[src/rtl/kernel_filter_pkg.sv]
// Shared sizing helpers and reset constants for the kernel filter pipeline.
package kernel_filter_pkg;

  // Coefficient value placed at the window centre after reset (identity filter).
  localparam int IDENT_CENTRE_COEF = 1;

  // Width of one pixel x coefficient product: zero-extended pixel times signed coef.
  function automatic int prod_width(input int data_size, input int coef_size);
    return data_size + coef_size + 1;
  endfunction

  // Accumulator width: product width plus growth for summing every tap.
  function automatic int acc_width(input int data_size, input int coef_size,
                                   input int kernel_size);
    return prod_width(data_size, coef_size) + $clog2(kernel_size * kernel_size);
  endfunction

  // Reset value of tap idx (row-major) for the identity kernel.
  function automatic int ident_coef(input int idx, input int kernel_size);
    return (idx == (kernel_size * kernel_size) / 2) ? IDENT_CENTRE_COEF : 0;
  endfunction

endpackage

[src/rtl/kernel_adder_tree.sv]
// Combinational balanced adder tree summing COUNT signed terms into OUT_W bits.
module kernel_adder_tree #(
  parameter int COUNT = 9,
  parameter int IN_W  = 14,
  parameter int OUT_W = 18
)(
  input  logic signed [IN_W-1:0]  i_terms [COUNT],
  output logic signed [OUT_W-1:0] o_sum
);

  localparam int LEVELS = (COUNT > 1) ? $clog2(COUNT) : 0;
  localparam int LEAVES = 1 << LEVELS;

  logic signed [OUT_W-1:0] node [LEAVES];

  // Sign-extend the terms into a power-of-two leaf row, then fold pairwise.
  always_comb begin
    for (int i = 0; i < LEAVES; i++) begin
      node[i] = '0;
    end
    for (int i = 0; i < COUNT; i++) begin
      node[i] = OUT_W'(i_terms[i]);
    end
    for (int lvl = 0; lvl < LEVELS; lvl++) begin
      for (int i = 0; i < (LEAVES >> (lvl + 1)); i++) begin
        node[i] = node[2*i] + node[2*i+1];
      end
    end
    o_sum = node[0];
  end

endmodule

[src/rtl/kernel_filter_pipe.sv]
// Three-stage KxK convolution kernel: products, sum, round/shift/clamp,
// with valid/ready flow control and a run-time writable coefficient bank.
module kernel_filter_pipe
  import kernel_filter_pkg::*;
#(
  parameter int KERNEL_SIZE = 3,
  parameter int DATA_SIZE   = 8,
  parameter int COEF_SIZE   = 5
)(
  input  logic                                         i_clk,
  input  logic                                         i_nrst,
  input  logic                                         i_valid,
  output logic                                         o_ready,
  input  logic [DATA_SIZE-1:0]                         i_data [KERNEL_SIZE][KERNEL_SIZE],
  input  logic [3:0]                                   i_shift,
  input  logic                                         i_coef_we,
  input  logic [$clog2(KERNEL_SIZE*KERNEL_SIZE)-1:0]   i_coef_addr,
  input  logic signed [COEF_SIZE-1:0]                  i_coef_data,
  output logic                                         o_valid,
  input  logic                                         i_ready,
  output logic [DATA_SIZE-1:0]                         o_data,
  output logic                                         o_sat
);

  localparam int NTAPS  = KERNEL_SIZE * KERNEL_SIZE;
  localparam int ADDR_W = $clog2(NTAPS);
  localparam int PROD_W = prod_width(DATA_SIZE, COEF_SIZE);
  localparam int ACC_W  = acc_width(DATA_SIZE, COEF_SIZE, KERNEL_SIZE);
  // One spare bit so adding the rounding bias can never wrap.
  localparam int RND_W  = ACC_W + 1;

  logic                     adv;
  logic signed [COEF_SIZE-1:0] coef_reg [NTAPS];

  logic signed [PROD_W-1:0] prod_next [NTAPS];
  logic signed [PROD_W-1:0] prod_reg  [NTAPS];
  logic                     v1_reg;
  logic [3:0]               shift1_reg;

  logic signed [ACC_W-1:0]  sum_next;
  logic signed [ACC_W-1:0]  sum_reg;
  logic                     v2_reg;
  logic [3:0]               shift2_reg;

  logic [RND_W-1:0]         round_bias;
  logic signed [RND_W-1:0]  rounded;
  logic signed [RND_W-1:0]  shifted;
  logic [DATA_SIZE-1:0]     data_next;
  logic                     sat_next;

  logic                     out_valid_reg;
  logic [DATA_SIZE-1:0]     out_data_reg;
  logic                     out_sat_reg;

  // The whole pipe moves together whenever the output slot is free or draining.
  assign adv     = !out_valid_reg || i_ready;
  assign o_ready = adv;
  assign o_valid = out_valid_reg;
  assign o_data  = out_data_reg;
  assign o_sat   = out_sat_reg;

  // Coefficient bank: writes land regardless of stalls; out-of-range taps never match.
  always_ff @(posedge i_clk or negedge i_nrst) begin
    if (!i_nrst) begin
      for (int i = 0; i < NTAPS; i++) begin
        coef_reg[i] <= COEF_SIZE'(ident_coef(i, KERNEL_SIZE));
      end
    end else if (i_coef_we) begin
      for (int i = 0; i < NTAPS; i++) begin
        if (i_coef_addr == ADDR_W'(i)) begin
          coef_reg[i] <= i_coef_data;
        end
      end
    end
  end

  // Per-tap product; pixels are unsigned so a zero bit is prepended before signing.
  for (genvar gi = 0; gi < NTAPS; gi++) begin : g_tap
    assign prod_next[gi] =
      PROD_W'($signed({1'b0, i_data[gi / KERNEL_SIZE][gi % KERNEL_SIZE]})) *
      PROD_W'(coef_reg[gi]);
  end

  // Stage 1: capture products with the coefficients held before any same-cycle write.
  always_ff @(posedge i_clk or negedge i_nrst) begin
    if (!i_nrst) begin
      v1_reg     <= 1'b0;
      shift1_reg <= '0;
      for (int i = 0; i < NTAPS; i++) begin
        prod_reg[i] <= '0;
      end
    end else if (adv) begin
      v1_reg     <= i_valid;
      shift1_reg <= i_shift;
      prod_reg   <= prod_next;
    end
  end

  kernel_adder_tree #(
    .COUNT (NTAPS),
    .IN_W  (PROD_W),
    .OUT_W (ACC_W)
  ) u_adder_tree (
    .i_terms (prod_reg),
    .o_sum   (sum_next)
  );

  // Stage 2: register the window sum and carry the window's shift along.
  always_ff @(posedge i_clk or negedge i_nrst) begin
    if (!i_nrst) begin
      v2_reg     <= 1'b0;
      sum_reg    <= '0;
      shift2_reg <= '0;
    end else if (adv) begin
      v2_reg     <= v1_reg;
      sum_reg    <= sum_next;
      shift2_reg <= shift1_reg;
    end
  end

  // Round half-up, arithmetic shift, then clamp into the unsigned pixel range.
  always_comb begin
    round_bias = (RND_W'(1) << shift2_reg) >> 1;
    rounded    = RND_W'(sum_reg) + $signed(round_bias);
    shifted    = rounded >>> shift2_reg;
    data_next  = shifted[DATA_SIZE-1:0];
    sat_next   = 1'b0;
    if (shifted[RND_W-1]) begin
      data_next = '0;
      sat_next  = 1'b1;
    end else if (|shifted[RND_W-2:DATA_SIZE]) begin
      data_next = '1;
      sat_next  = 1'b1;
    end
  end

  // Stage 3: output register, frozen while downstream holds off.
  always_ff @(posedge i_clk or negedge i_nrst) begin
    if (!i_nrst) begin
      out_valid_reg <= 1'b0;
      out_data_reg  <= '0;
      out_sat_reg   <= 1'b0;
    end else if (adv) begin
      out_valid_reg <= v2_reg;
      out_data_reg  <= data_next;
      out_sat_reg   <= sat_next;
    end
  end

endmodule
[config.mk]
export PLATFORM = sky130hd
export DESIGN_NAME = kernel_filter_pipe
export DESIGN_NICKNAME = d
export VERILOG_FILES = /design/src/rtl/kernel_filter_pkg.sv /design/src/rtl/kernel_adder_tree.sv /design/src/rtl/kernel_filter_pipe.sv
export SDC_FILE = /design/constraint.sdc
export NUM_CORES = 1
export LEC_CHECK = 0
export BUFFER_PORTS_ARGS = -buffer_cell sky130_fd_sc_hd__buf_2
export CAP_MARGIN = 20
export CELL_PAD_IN_SITES_DETAIL_PLACEMENT = 1
export CELL_PAD_IN_SITES_GLOBAL_PLACEMENT = 1
export CORE_MARGIN = 5
export CORE_UTILIZATION = 50
export DETAILED_ROUTE_END_ITERATION = 10
export PLACE_DENSITY_LB_ADDON = 0.05
export SLEW_MARGIN = 20
export SYNTH_ARGS = -nofsm -noshare
export SYNTH_HDL_FRONTEND = slang
export SYNTH_SLANG_ARGS = --single-unit
[constraint.sdc]
create_clock -name i_clk -period 6.73 [get_ports i_clk]
set_clock_uncertainty 0.2 [all_clocks]
set_input_delay 0.673 -clock i_clk [delete_from_list [all_inputs] [get_ports i_clk]]
set_output_delay 0.673 -clock i_clk [all_outputs]
set_load 0.005 [all_outputs]
==> Word-level counts from Yosys, hierarchy flattened <==
Cells that the tools add are included.
{ "classes": {"n_eq_ne": 8, "n_reduce_logical": 13, "n_shift": 2, "multipliers": 9, "mux": 4, "n_addsub": 9} }
{ "op_table": {"columns": ["op", "n"], "rows": [
  ["9-bit by 5-bit multiplier with 14-bit output", 9],
  ["14-bit by 14-bit adder with 15-bit output", 4],
  ["18-bit adder", 3],
  ["18-bit by 19-bit adder with 19-bit output", 1],
  ["1-bit by 4-bit << shifter with 19-bit output, first input constant", 1],
  ["19-bit by 4-bit >>> shifter with 19-bit output", 1],
  ["18-bit by 14-bit adder with 18-bit output", 1],
  ["2-bit AND reduction", 9],
  ["4-bit by 3-bit == test with 1-bit output, second input constant", 4],
  ["8-bit two-way mux", 2],
  ["10-bit OR reduction", 1],
  ["4-bit by 2-bit == test with 1-bit output, second input constant", 2],
  ["4-bit by 1-bit == test with 1-bit output, second input constant", 1],
  ["4-bit == test, second input constant", 1],
  ["4-bit logical NOT", 1],
  ["1-bit two-way mux", 2],
  ["1-bit logical NOT", 1],
  ["1-bit logical OR", 1]
]} }
{ "totals": {"reg_bits": 209, "inputBits": 90, "out_inout_bits": 11, "word_cells": 71} }

==> Depth between registers and ports, before layout <==
{ "logic_depth": {"depth_word": 6, "mapped_depth": 25, "depth_no_buf": 25} }

==> Modules after synthesis <==
From an unflattened synthesis, not the netlist that was laid out.
{ "unflattened": {"cells_unflattened": 2918, "hier_area_um2": 25319.3} }
{ "by_module_without_submodules": {"columns": ["module", "area_each_um2", "n_inst", "cells_each", "seq_area_each_um2"], "rows": [
  ["kernel_filter_pipe", 21095.2, 1, 2387, 5231.3],
  ["kernel_adder_tree", 4224.1, 1, 531, 0.0]
]} }

==> Worst setup path before layout <==
No wires, ideal clock.
{ "synth_timing": {"kind": "register to register", "from": "reg prod_reg[42] (netlist name)", "to": "reg sum_reg[17]", "synth_period_minus_slack_ns": 5.763, "setup_ns": 0.132, "required_time_ns": 6.398, "arrival_time_ns": 5.431, "path_stages_with_launch": 25, "setup_slack_ns": 0.967, "n_path_buf": 0, "cell_sequence": "dfrtp_1 ha_1 fa_1 a21o_1 a21oi_1 o21bai_1 a21oi_1 nor2b_1 o21a_1 o31a_1 nor2_1 xnor2_1 fa_1 fa_1 inv_1 fa_1 inv_1 ha_1 nand3_1 a211oi_1 nor2_1 a211o_1 o311a_1 a21oi_1 a211oi_1"} }
{ "synth_via": {"elab_chain_cells": 4} }
{ "synth_lines": {"columns": ["element", "line", "source"], "rows": [
  ["start, declared", "kernel_filter_pipe.sv:36", "logic signed [PROD_W-1:0] prod_reg [NTAPS];"],
  ["start signal, assigned", "kernel_filter_pipe.sv:95", "prod_reg <= prod_next;"],
  ["14-bit by 14-bit adder with 15-bit output", "kernel_adder_tree.sv:26", "node[i] = node[2*i] + node[2*i+1];"],
  ["18-bit adder (2 in series)", "kernel_adder_tree.sv:26", null],
  ["18-bit by 14-bit adder with 18-bit output", "kernel_adder_tree.sv:26", null],
  ["end signal, assigned", "kernel_filter_pipe.sv:116", "sum_reg <= sum_next;"],
  ["end, declared", "kernel_filter_pipe.sv:41", "logic signed [ACC_W-1:0] sum_reg;"]
]} }
No other way between the ends.
A chain may end at the register's enable or synchronous reset.

==> Worst setup path in the final report <==
Same ends and word-level chain as after synthesis.

==> results.toml <==
[timing]
fin_setup_tns_ns = 0
rsz0062_at_grt = "no"
max_clock_freq_mhz = 158.0
relSlewSlack_pct = 40.61
setup_viol = 0
finalCriticalPeriod_ns = 6.327
maxSlewViolCount = 0
tightest_slew_ns = 0.8908
worst_slack_ns = 0.4027
hold_viol_final = 0
holdWs_ns = 0.1199
fin_crit_sh_pct = 94.02

[critical_path]
worstSetupEndpointType = "flip-flop"
cp.required_ns = 6.95
cp-start-kind = "flip-flop"
path_class = "reg -> reg"
critPathArrivalTime_ns = 6.55
crit_fanout = 5

[synthesis]
seq_area_frac_synth_pct = 20.62
synth_edf_count = 0
synth_most_common_cell = "inv_1"
syn_inst = 2888
synthTopCellsByCount = "inv_1, ha_1, nand2_1, fa_1, dfrtp_1"
syn_area_um2 = 25370
synthArstFlopShare_pct = 100.0
synth_top_flop_cell = "dfrtp_1"
synth_area_leader_cell = "dfrtp_1"
synth-seq-cells = 209
ys_types = 76
synth.top_cells.by_area = "dfrtp_1, fa_1, ha_1"
synth_warnings = 0
synthesis.nets = 3542
synth.top_cell.area_share_pct = 20.52
avgSynthCellArea_um2 = 8.784

[clock_tree]
cts_root_buf = "clkbuf_16"
clock_sinks = 209
clockBufferDepth = 3
cts.clk_slew.worst_paths_ns = 0.06
cts_htree_levels = 1
cts_made_buffers = 26
cts_tree = "built"
clock_latency_ns = 0.56
cts_setup_buffers = 0

[hold_path]
hp-class = "in -> reg"

[grt]
grt-ovfl-total = 0
grt_pass1_vias = 22220
grt_antenna_before_repair = 9
track_usage_pct = 24.97
grt_pass1_wl_um = 115000
grt_max_degree = 156

[final_layout]
nNetsFinal = 3597
fin_cells = 3640
drive_gt1_share_pct = 8.038
largest_reg_flops = 126
syn_to_final_growth_pct = 7.976
fillerInstances = 5954
seqCellArea_um2 = 5231
multi_input_area_um2 = 18230

[floorplanning]
die_h_um = 235.2
die-area_um2 = 55340
io_pins = 101
core-area_um2 = 50170
initial_core_util_pct = 50.56
rows = 82
die-width_um = 235.2

[flow_run]
drv_cap = 0

[route]
vias = 20360
drt_first_pass_iters = 5
wl_per_cell_um = 19.01
viasPerCell = 5.593
wl_um = 69190
drtIter0Drc = 820
drc = 0
ant_nets = 0

[place]
io_buffers = 100
pre_cts_ws_ns = 0.4255
routabilityCongestion = 0.8634
hpwl_um = 55240
dp.cells = 3586

[status]
status = "completed"
[repair_timing]
action	CTS	global route
hold endpoints to repair	12	0
gates resized for setup	0	1
setup endpoints to repair	0	2
hold buffers	1	0
[metal layers]
layer | vias up | global-route usage [%] | part of all wire [%]
met1 | 10330 | 32.77 | 44
li1 | 9697 | - | -
met4 | 0 | 7.178 | 3.0
met5 | - | 0 | 0
met2 | 250 | 43.69 | 49
met3 | 84 | 3.069 | 3.4
[cells in the final DEF, fill, tap and decap left out, types with 24 or more instances in the layout]
cell type  Yosys  layout
inv_1        420     419
ha_1         341     341
nand2_1      339     339
fa_1         223     223
dfrtp_1      208     208
nor2_1       170     170
and2_1       166     166
a21oi_1      142     142
buf_2          2      99
o21ai_0       96      96
xnor2_1       72      72
nand2b_1      58      58
nand3_1       50      50
nor3_1        48      48
mux2_2        47      47
a21o_1        32      32
o31ai_1       32      32
or3_1         30      30
xor2_1        30      30
a21boi_0      29      28
clkbuf_16      0      27
a211oi_1      26      26
nor2b_1       25      24
[final cells by class]
class	instances	area share, %
antenna	7	0.06395
clock buffer	34	2.745
clock inverter	12	0.4248
inverter	423	5.815
multi-input combinational	2174	66.57
sequential	209	19.10
tap	672	3.070
timing repair buffer	109	2.211
[worst max-delay path, cell delays in order, from the launching register on]
cell and delay [ns]:
dfrtp_1 0.38, ha_1 0.24, fa_1 0.42, a21o_1 0.18, a21oi_1 0.23, o21bai_1 0.09
a21oi_1 0.27, nor2b_1 0.09, o21a_1 0.19, o31a_1 0.26, nor2_1 0.12, xnor2_1 0.15
fa_1 0.47, fa_1 0.55, inv_1 0.06, fa_1 0.54, inv_1 0.04, ha_1 0.37
nand3_1 0.10, a211oi_1 0.27, nor2_1 0.09, a211o_1 0.31, o311a_1 0.38, a21oi_1 0.15
a211oi_1 0.06
[final timing paths]
path                               start       endpoint  slack, ns  cells after the start
max in group asynchronous         i_nrst   coef_reg[18]       4.73                      3
min reg2reg                shift1_reg[0]  shift1_reg[0]       0.27                      2
max                         prod_reg[42]    sum_reg[17]       0.40                     24
min                           i_shift[3]  shift1_reg[3]       0.12                      3
min in group asynchronous         i_nrst   prod_reg[99]       0.52                      2
max reg2reg                 prod_reg[42]    sum_reg[17]       0.40                     24
[stage by stage]
stage	cell area, µm²	util [%]
after floorplan	25370	-
after global routing	27390	54.59
after CTS	27370	54.56
final	27390	54.59
after global placement	26490	52.81
after detailed placement	26490	52.81
[cell families (layout without fill, tap and decap cells)]
logic type / count (synthesis) / count (layout) / synth area share, %
compound gates: 479 / 479 / 12.30
xor+xnor: 102 / 102 / 3.522
fa+ha+maj: 564 / 564 / 34.42
buf+inv: 505 / 578 / 7.527
flops: 209 / 209 / 20.62
mux: 57 / 57 / 2.629
other cells: 0 / 7 / 0
simple gates: 972 / 972 / 18.98
Power is not shown: default switching activity piles up to over one toggle a cycle in this logic, so the estimate is an artifact.
